===== src/rtl/datatape_pkg.sv =====
// rtl/datatape_pkg.sv - shared types and constants for the video output stream path
//
// Purpose: state encoding for the vout stream controller, default header magic,
//          default FIFO depth, and the saturating-increment helper.
// Ports:   none (package).

package datatape_pkg;

  localparam int          FIFO_DEPTH_DEF = 512;
  localparam logic [15:0] MAGIC_DEF      = 16'hDA7A;

  // Words kept free below FIFO_DEPTH to cover the dual-clock wrusedw lag.
  localparam int          FIFO_MARGIN    = 8;

  typedef enum logic [2:0] {
    IDLE   = 3'd0,
    HDR0   = 3'd1,
    HDR1   = 3'd2,
    SEQ    = 3'd3,
    PAY_HI = 3'd4,
    PAY_LO = 3'd5,
    DROP   = 3'd6
  } state_t;

  function automatic logic [15:0] sat_inc(input logic [15:0] val);
    return (val == 16'hFFFF) ? val : val + 16'd1;
  endfunction

endpackage


===== src/rtl/sat_counter16.sv =====
// rtl/sat_counter16.sv - 16-bit saturating event counter
//
// Purpose: counts single-cycle inc pulses, sticking at 16'hFFFF.
// Ports:
//   clk   in   clock
//   rst   in   asynchronous active-low reset, clears count
//   inc   in   increment request for this cycle
//   count out  current count

module sat_counter16
  import datatape_pkg::*;
(
  input  logic        clk,
  input  logic        rst,
  input  logic        inc,
  output logic [15:0] count
);

  always_ff @(posedge clk or negedge rst) begin
    if (!rst) begin
      count <= 16'd0;
    end else if (inc) begin
      count <= sat_inc(count);
    end
  end

endmodule


===== src/rtl/vout_stream_ctrl.sv =====
// rtl/vout_stream_ctrl.sv - framed byte stream to nibble FIFO writer
//
// Purpose: parses frames of [magic hi][magic lo][seq][payload...] from a
//          valid/ready byte stream, splits payload bytes into two nibble writes
//          (high first) toward a video output FIFO, and keeps frame statistics.
// Ports:
//   clk                    in   125 MHz clock
//   rst                    in   asynchronous active-low reset
//   enable                 in   low: payload is consumed but not written
//   rx_data/valid/ready    byte stream handshake
//   rx_last/rx_user        end of frame / frame error (with rx_last)
//   vout_fifow_data        out  registered nibble to FIFO
//   vout_fifow_request     out  registered FIFO write strobe
//   vout_fifow_used_words  in   FIFO write-side fill level
//   frames_ok/frames_bad   out  saturating frame counters
//   seq_gaps               out  saturating sequence discontinuity counter
//   busy                   out  high when not in IDLE

module vout_stream_ctrl
  import datatape_pkg::*;
#(
  parameter int          FIFO_DEPTH = FIFO_DEPTH_DEF,
  parameter int          HIGH_WATER = 496,
  parameter logic [15:0] MAGIC      = MAGIC_DEF
) (
  input  logic        clk,
  input  logic        rst,
  input  logic        enable,
  input  logic [7:0]  rx_data,
  input  logic        rx_valid,
  output logic        rx_ready,
  input  logic        rx_last,
  input  logic        rx_user,
  output logic [3:0]  vout_fifow_data,
  output logic        vout_fifow_request,
  input  logic [8:0]  vout_fifow_used_words,
  output logic [15:0] frames_ok,
  output logic [15:0] frames_bad,
  output logic [15:0] seq_gaps,
  output logic        busy
);

  // A threshold set too close to full is pulled down so the lagging fill
  // level can never let the FIFO overflow.
  localparam int HW_EFF = (HIGH_WATER > FIFO_DEPTH - FIFO_MARGIN) ?
                          (FIFO_DEPTH - FIFO_MARGIN) : HIGH_WATER;
  localparam logic [9:0] HW_W = 10'(HW_EFF);

  state_t      state;
  state_t      state_nxt;

  logic        ready_en;     // holds rx_ready low until the first edge after reset
  logic        fire;
  logic        below_hw;
  logic [7:0]  byte_q;
  logic        last_q;
  logic        wr_en_q;      // enable sampled with the byte so both nibbles agree
  logic [7:0]  seq_exp;

  logic        inc_ok;
  logic        inc_bad;
  logic        inc_gap;
  logic        seq_load;

  assign fire     = rx_valid & rx_ready;
  assign below_hw = ({1'b0, vout_fifow_used_words} < HW_W);

  // State register
  always_ff @(posedge clk or negedge rst) begin
    if (!rst) begin
      state <= IDLE;
    end else begin
      state <= state_nxt;
    end
  end

  // Next-state logic
  always_comb begin
    state_nxt = state;
    case (state)
      IDLE, HDR0: begin
        if (fire) begin
          if (rx_last)                      state_nxt = IDLE;
          else if (rx_data == MAGIC[15:8])  state_nxt = HDR1;
          else                              state_nxt = DROP;
        end
      end
      HDR1: begin
        if (fire) begin
          if (rx_last)                      state_nxt = IDLE;
          else if (rx_data == MAGIC[7:0])   state_nxt = SEQ;
          else                              state_nxt = DROP;
        end
      end
      SEQ: begin
        if (fire) state_nxt = rx_last ? IDLE : PAY_HI;
      end
      PAY_HI: begin
        if (fire) state_nxt = PAY_LO;
      end
      PAY_LO: begin
        state_nxt = last_q ? IDLE : PAY_HI;
      end
      DROP: begin
        if (fire && rx_last) state_nxt = IDLE;
      end
      default: state_nxt = IDLE;
    endcase
  end

  // Output / control decode
  always_comb begin
    rx_ready = 1'b0;
    busy     = (state != IDLE);
    inc_ok   = 1'b0;
    inc_bad  = 1'b0;
    inc_gap  = 1'b0;
    seq_load = 1'b0;
    case (state)
      IDLE, HDR0, HDR1, SEQ, DROP: rx_ready = ready_en;
      PAY_HI:                      rx_ready = ready_en & below_hw;
      default:                     rx_ready = 1'b0;
    endcase
    // Only a frame ending on a payload byte without rx_user is good; endings
    // in header/seq states are runts, endings in DROP are bad magic.
    if (fire && rx_last) begin
      if (state == PAY_HI && !rx_user) inc_ok  = 1'b1;
      else                             inc_bad = 1'b1;
    end
    if (fire && state == SEQ && !rx_last) begin
      seq_load = 1'b1;
      inc_gap  = (rx_data != seq_exp);
    end
  end

  // Payload latch, registered FIFO outputs and sequence tracking
  always_ff @(posedge clk or negedge rst) begin
    if (!rst) begin
      ready_en           <= 1'b0;
      byte_q             <= 8'd0;
      last_q             <= 1'b0;
      wr_en_q            <= 1'b0;
      vout_fifow_data    <= 4'd0;
      vout_fifow_request <= 1'b0;
      seq_exp            <= 8'd0;
    end else begin
      ready_en           <= 1'b1;
      vout_fifow_request <= 1'b0;
      if (state == PAY_HI && fire) begin
        byte_q             <= rx_data;
        last_q             <= rx_last;
        wr_en_q            <= enable;
        vout_fifow_data    <= rx_data[7:4];
        vout_fifow_request <= enable;
      end else if (state == PAY_LO) begin
        vout_fifow_data    <= byte_q[3:0];
        vout_fifow_request <= wr_en_q;
      end
      if (seq_load) begin
        seq_exp <= rx_data + 8'd1;
      end
    end
  end

  sat_counter16 u_cnt_ok (
    .clk   (clk),
    .rst   (rst),
    .inc   (inc_ok),
    .count (frames_ok)
  );

  sat_counter16 u_cnt_bad (
    .clk   (clk),
    .rst   (rst),
    .inc   (inc_bad),
    .count (frames_bad)
  );

  sat_counter16 u_cnt_gap (
    .clk   (clk),
    .rst   (rst),
    .inc   (inc_gap),
    .count (seq_gaps)
  );

endmodule


===== config.mk =====
export PLATFORM = sky130hd
export DESIGN_NAME = vout_stream_ctrl
export DESIGN_NICKNAME = d
export VERILOG_FILES = /design/src/rtl/datatape_pkg.sv /design/src/rtl/sat_counter16.sv /design/src/rtl/vout_stream_ctrl.sv
export SDC_FILE = /design/constraint.sdc
export NUM_CORES = 1
export LEC_CHECK = 0
export ABC_AREA = 1
export CAP_MARGIN = 20
export CORE_MARGIN = 4
export CORE_UTILIZATION = 30
export CTS_CLUSTER_DIAMETER = 40
export CTS_CLUSTER_SIZE = 16
export DETAILED_ROUTE_END_ITERATION = 8
export DONT_BUFFER_PORTS = 1
export PLACE_DENSITY = 0.42
export SYNTH_ARGS = -nofsm -noshare
export SYNTH_HDL_FRONTEND = slang
export SYNTH_HIERARCHICAL = 1
export SYNTH_SLANG_ARGS = --single-unit

===== constraint.sdc =====
create_clock -name clk -period 2.25 [get_ports clk]
set_input_delay 0.45 -clock clk [delete_from_list [all_inputs] [get_ports clk]]
set_output_delay 0.45 -clock clk [all_outputs]
set_load 0.1 [all_outputs]

==> metrics <==
status=complete, but fails checks; violated checks=negative hold slack; Worst path max stage delay=0.47 ns; Max Cap Viol=0; WL final=11700 um; fin crit share=94.8%; P per Cell Area=963 nW/um^2; Syn. warnings=6; Yosys top cell area share=39.6%; placed cell count=863; GR Overflow Total=0; fmax=469 MHz; crit-path max FO=7; top cells by area, synth=dfrtp_1 40%, nand2_1 21%, nand3_1 4.7%, inv_1 4.6%, nor2_1 4.2%; Mean Syn Cell Area=7.14 sq um; sequential power share=33.1%; Switching Power=2.33 mW; DRC Markers=0; final std cells w/o fill=880; Sw Ratio=44.0%; floorplan core area=14600 sq um; Hold Vio Cnt, Final=1; required time worst endpoint=1.80 ns; fin crit period=2.13 ns; combinational power share=38.1%; Worst setup EP type=output pin; Post-Syn Area=4480 sq um; Int Power=2.96 mW; I/O pins=78; Clock power frac=28.8%; setup violators final=0; worst setup margin=0.117 ns; Cell Chain, Critical Path=nand2_2, nand2_2, a21oi_4, buf_4, buf_4; flop and latch count out of synthesis=71; Async SR Flop Fraction=100%; clk_skew=0.00547 ns; Critical Path Start Type=flip-flop; Total GRT Usage=14.6%; Num CTS Buffers=9; Slew Limit Fails=0; Max IR drop VDD=0.651 mV; CTS tree=done; share of cells above drive strength 1=20.5%; maximum clock insertion buffer count=2; die area=17000 sq um; Final nets=719; fillcell total=1539; largest net degree at the start of global routing=72; post-synthesis sequential area ratio=39.6%; iteration count of the initial detailed-routing pass=4; via count=4102; Register Area=1780 sq um; Clock Tree Root=clkbuf_16; area grow syn2layout=22.5%; GP Congestion=0.871; # Post-CTS Setup Buffers=0; Clock Latency Late Sink=0.34 ns; area of the multi-input gates=2440 sq um; Die X=130 um; Core Rows=44; Slowest cell on crit path=dfrtp_2; die extent in y=130 um; H-tree levels=3; number of global-route vias before repair=3929; synth cell count leaders=254 x nand2_1, 71 x dfrtp_1, 55 x inv_1; Distinct cells, synth=31; initial antenna violation count=0; final antenna-violating net count=0; leakage power=2.62 nW; detailed placement HPWL=8680 um; clock sink count=71; CTS clk-pin slew, worst paths=0.06 ns; ANT cells=0; initial core utilization=30.7%; number of synthesized flops with an enable pin=0; main flop type after synthesis=dfrtp_1; wire per inst=13.3 um; final hold slack=-0.00115 ns; pre-CTS setup slack=0.137 ns; drt initial violations=232; dominant cell type by area after synthesis=dfrtp_1; critical path arrival=1.68 ns; unrepaired setup endpoints after global routing=no; worst hold path class=in -> async; CP Class=reg -> out; Syn Inst Count=628; most frequent cell after synthesis=nand2_1; IO buf count=0; Syn Nets=656; first-pass GRT wire length=19600 um; number of vias per cell=4.66
## kinds of logic after synthesis
group | synth area share, %
other | 0.0836
XOR/XNOR | 4.30
AND/OR/NAND/NOR | 44.1
flip-flops | 39.6
AO/OA/AOI/OAI | 3.65
adder cells (fa/ha/maj) | 1.40
buffers and inverters | 6.86
## registers in the layout, indices dropped and copies added (netlist names)
signal	cells
last_q	1
ready_en	1
vout_fifow_request	1
seq_exp	8
vout_fifow_data	4
wr_en_q	1
u_cnt_gap/count	16
u_cnt_ok/count	16
u_cnt_bad/count	16
byte_q	4
state	3
## critical path, delay by kind of cell (launching register included)
kind                   cells  cell delay [ns]
AO/OA/AOI/OAI              1             0.19
buffers and inverters      2             0.46
flip-flops                 1             0.47
AND/OR/NAND/NOR            2             0.22
## layout make-up
class	count	area share, %
inverters	65	4.51
clock buffers	12	4.85
well taps	184	4.19
clock inverters	4	0.957
repair buffers	61	8.70
flip-flops and latches	71	32.4
multi-input cells	483	44.4
## per-layer routing
layer	up-vias	wire length [um]	GRT usage, %
li1	2103	-	-
met1	1896	5350	19.1
met2	88	5420	23.4
met3	15	746	4.26
met4	0	176	4.77
met5	-	0	0
## worst paths after layout
| path | slack (ns) | endpoint | cells past startpoint | from |
|---|---|---|---|---|
| min | -0.001 | u_cnt_gap/count[8] | 1 | rst |
| min in group clk | 0.18 | seq_exp[0] | 1 | rx_data[0] |
| max reg2reg | 0.25 | u_cnt_ok/count[15] | 12 | state[1] |
| max | 0.12 | rx_ready | 5 | state[2] |
| min reg2reg | 0.48 | vout_fifow_request | 2 | wr_en_q |
| max in group asynchronous | 1.91 | state[2] | 1 | rst |
## layout by cell type, fill, tap and decap left out, types with 2 or more instances in the layout
master        n
nor3_2        2
nand3b_1      9
inv_2         7
inv_1        55
nor3_1        3
ha_1          5
clkinvlp_4    3
nand2_4       7
clkinv_2      3
dfrtp_1      69
xnor2_1      13
nand4_1      28
nor2_4       12
o21ai_0       9
o21ai_1       9
xor2_1        9
clkbuf_8      3
o21ai_2       6
clkbuf_16     9
nand2_1     252
nor2_2       11
buf_4        60
dfrtp_2       2
nand2_2      12
nand3_1      42
nor2_1       48
## repair_timing
item	4_1_cts	5_1_grt
hold buffers	1	0
hold endpoints to repair	71	0
setup endpoints to repair	0	6
gates resized for setup	0	4
## stage by stage
stage,util [%],setup TNS [ns],hold WS [ns],area (sq um),power (mW)
2_1_floorplan,-,-1.16,0.154,4510,3.36
3_5_place_dp,35.2,0,0.157,5130,3.77
3_3_place_gp,35.2,0,0.157,5130,3.73
6_report,37.7,0,-0.00115,5490,5.29
4_1_cts,37.5,0,0.0115,5480,5.38
5_1_grt,37.7,0,0.0236,5490,5.59
## power groups by stage
stage	Sequential (mW)	Clock, mW	Combinational (mW)
5_1_grt	1.78	1.64	2.16
3_5_place_dp	1.77	0	1.99
6_report	1.75	1.52	2.02
4_1_cts	1.75	1.59	2.03
2_1_floorplan	2.60	0	0.760
3_3_place_gp	1.76	0	1.97
Note: power is estimated with default switching activity, not from simulation.
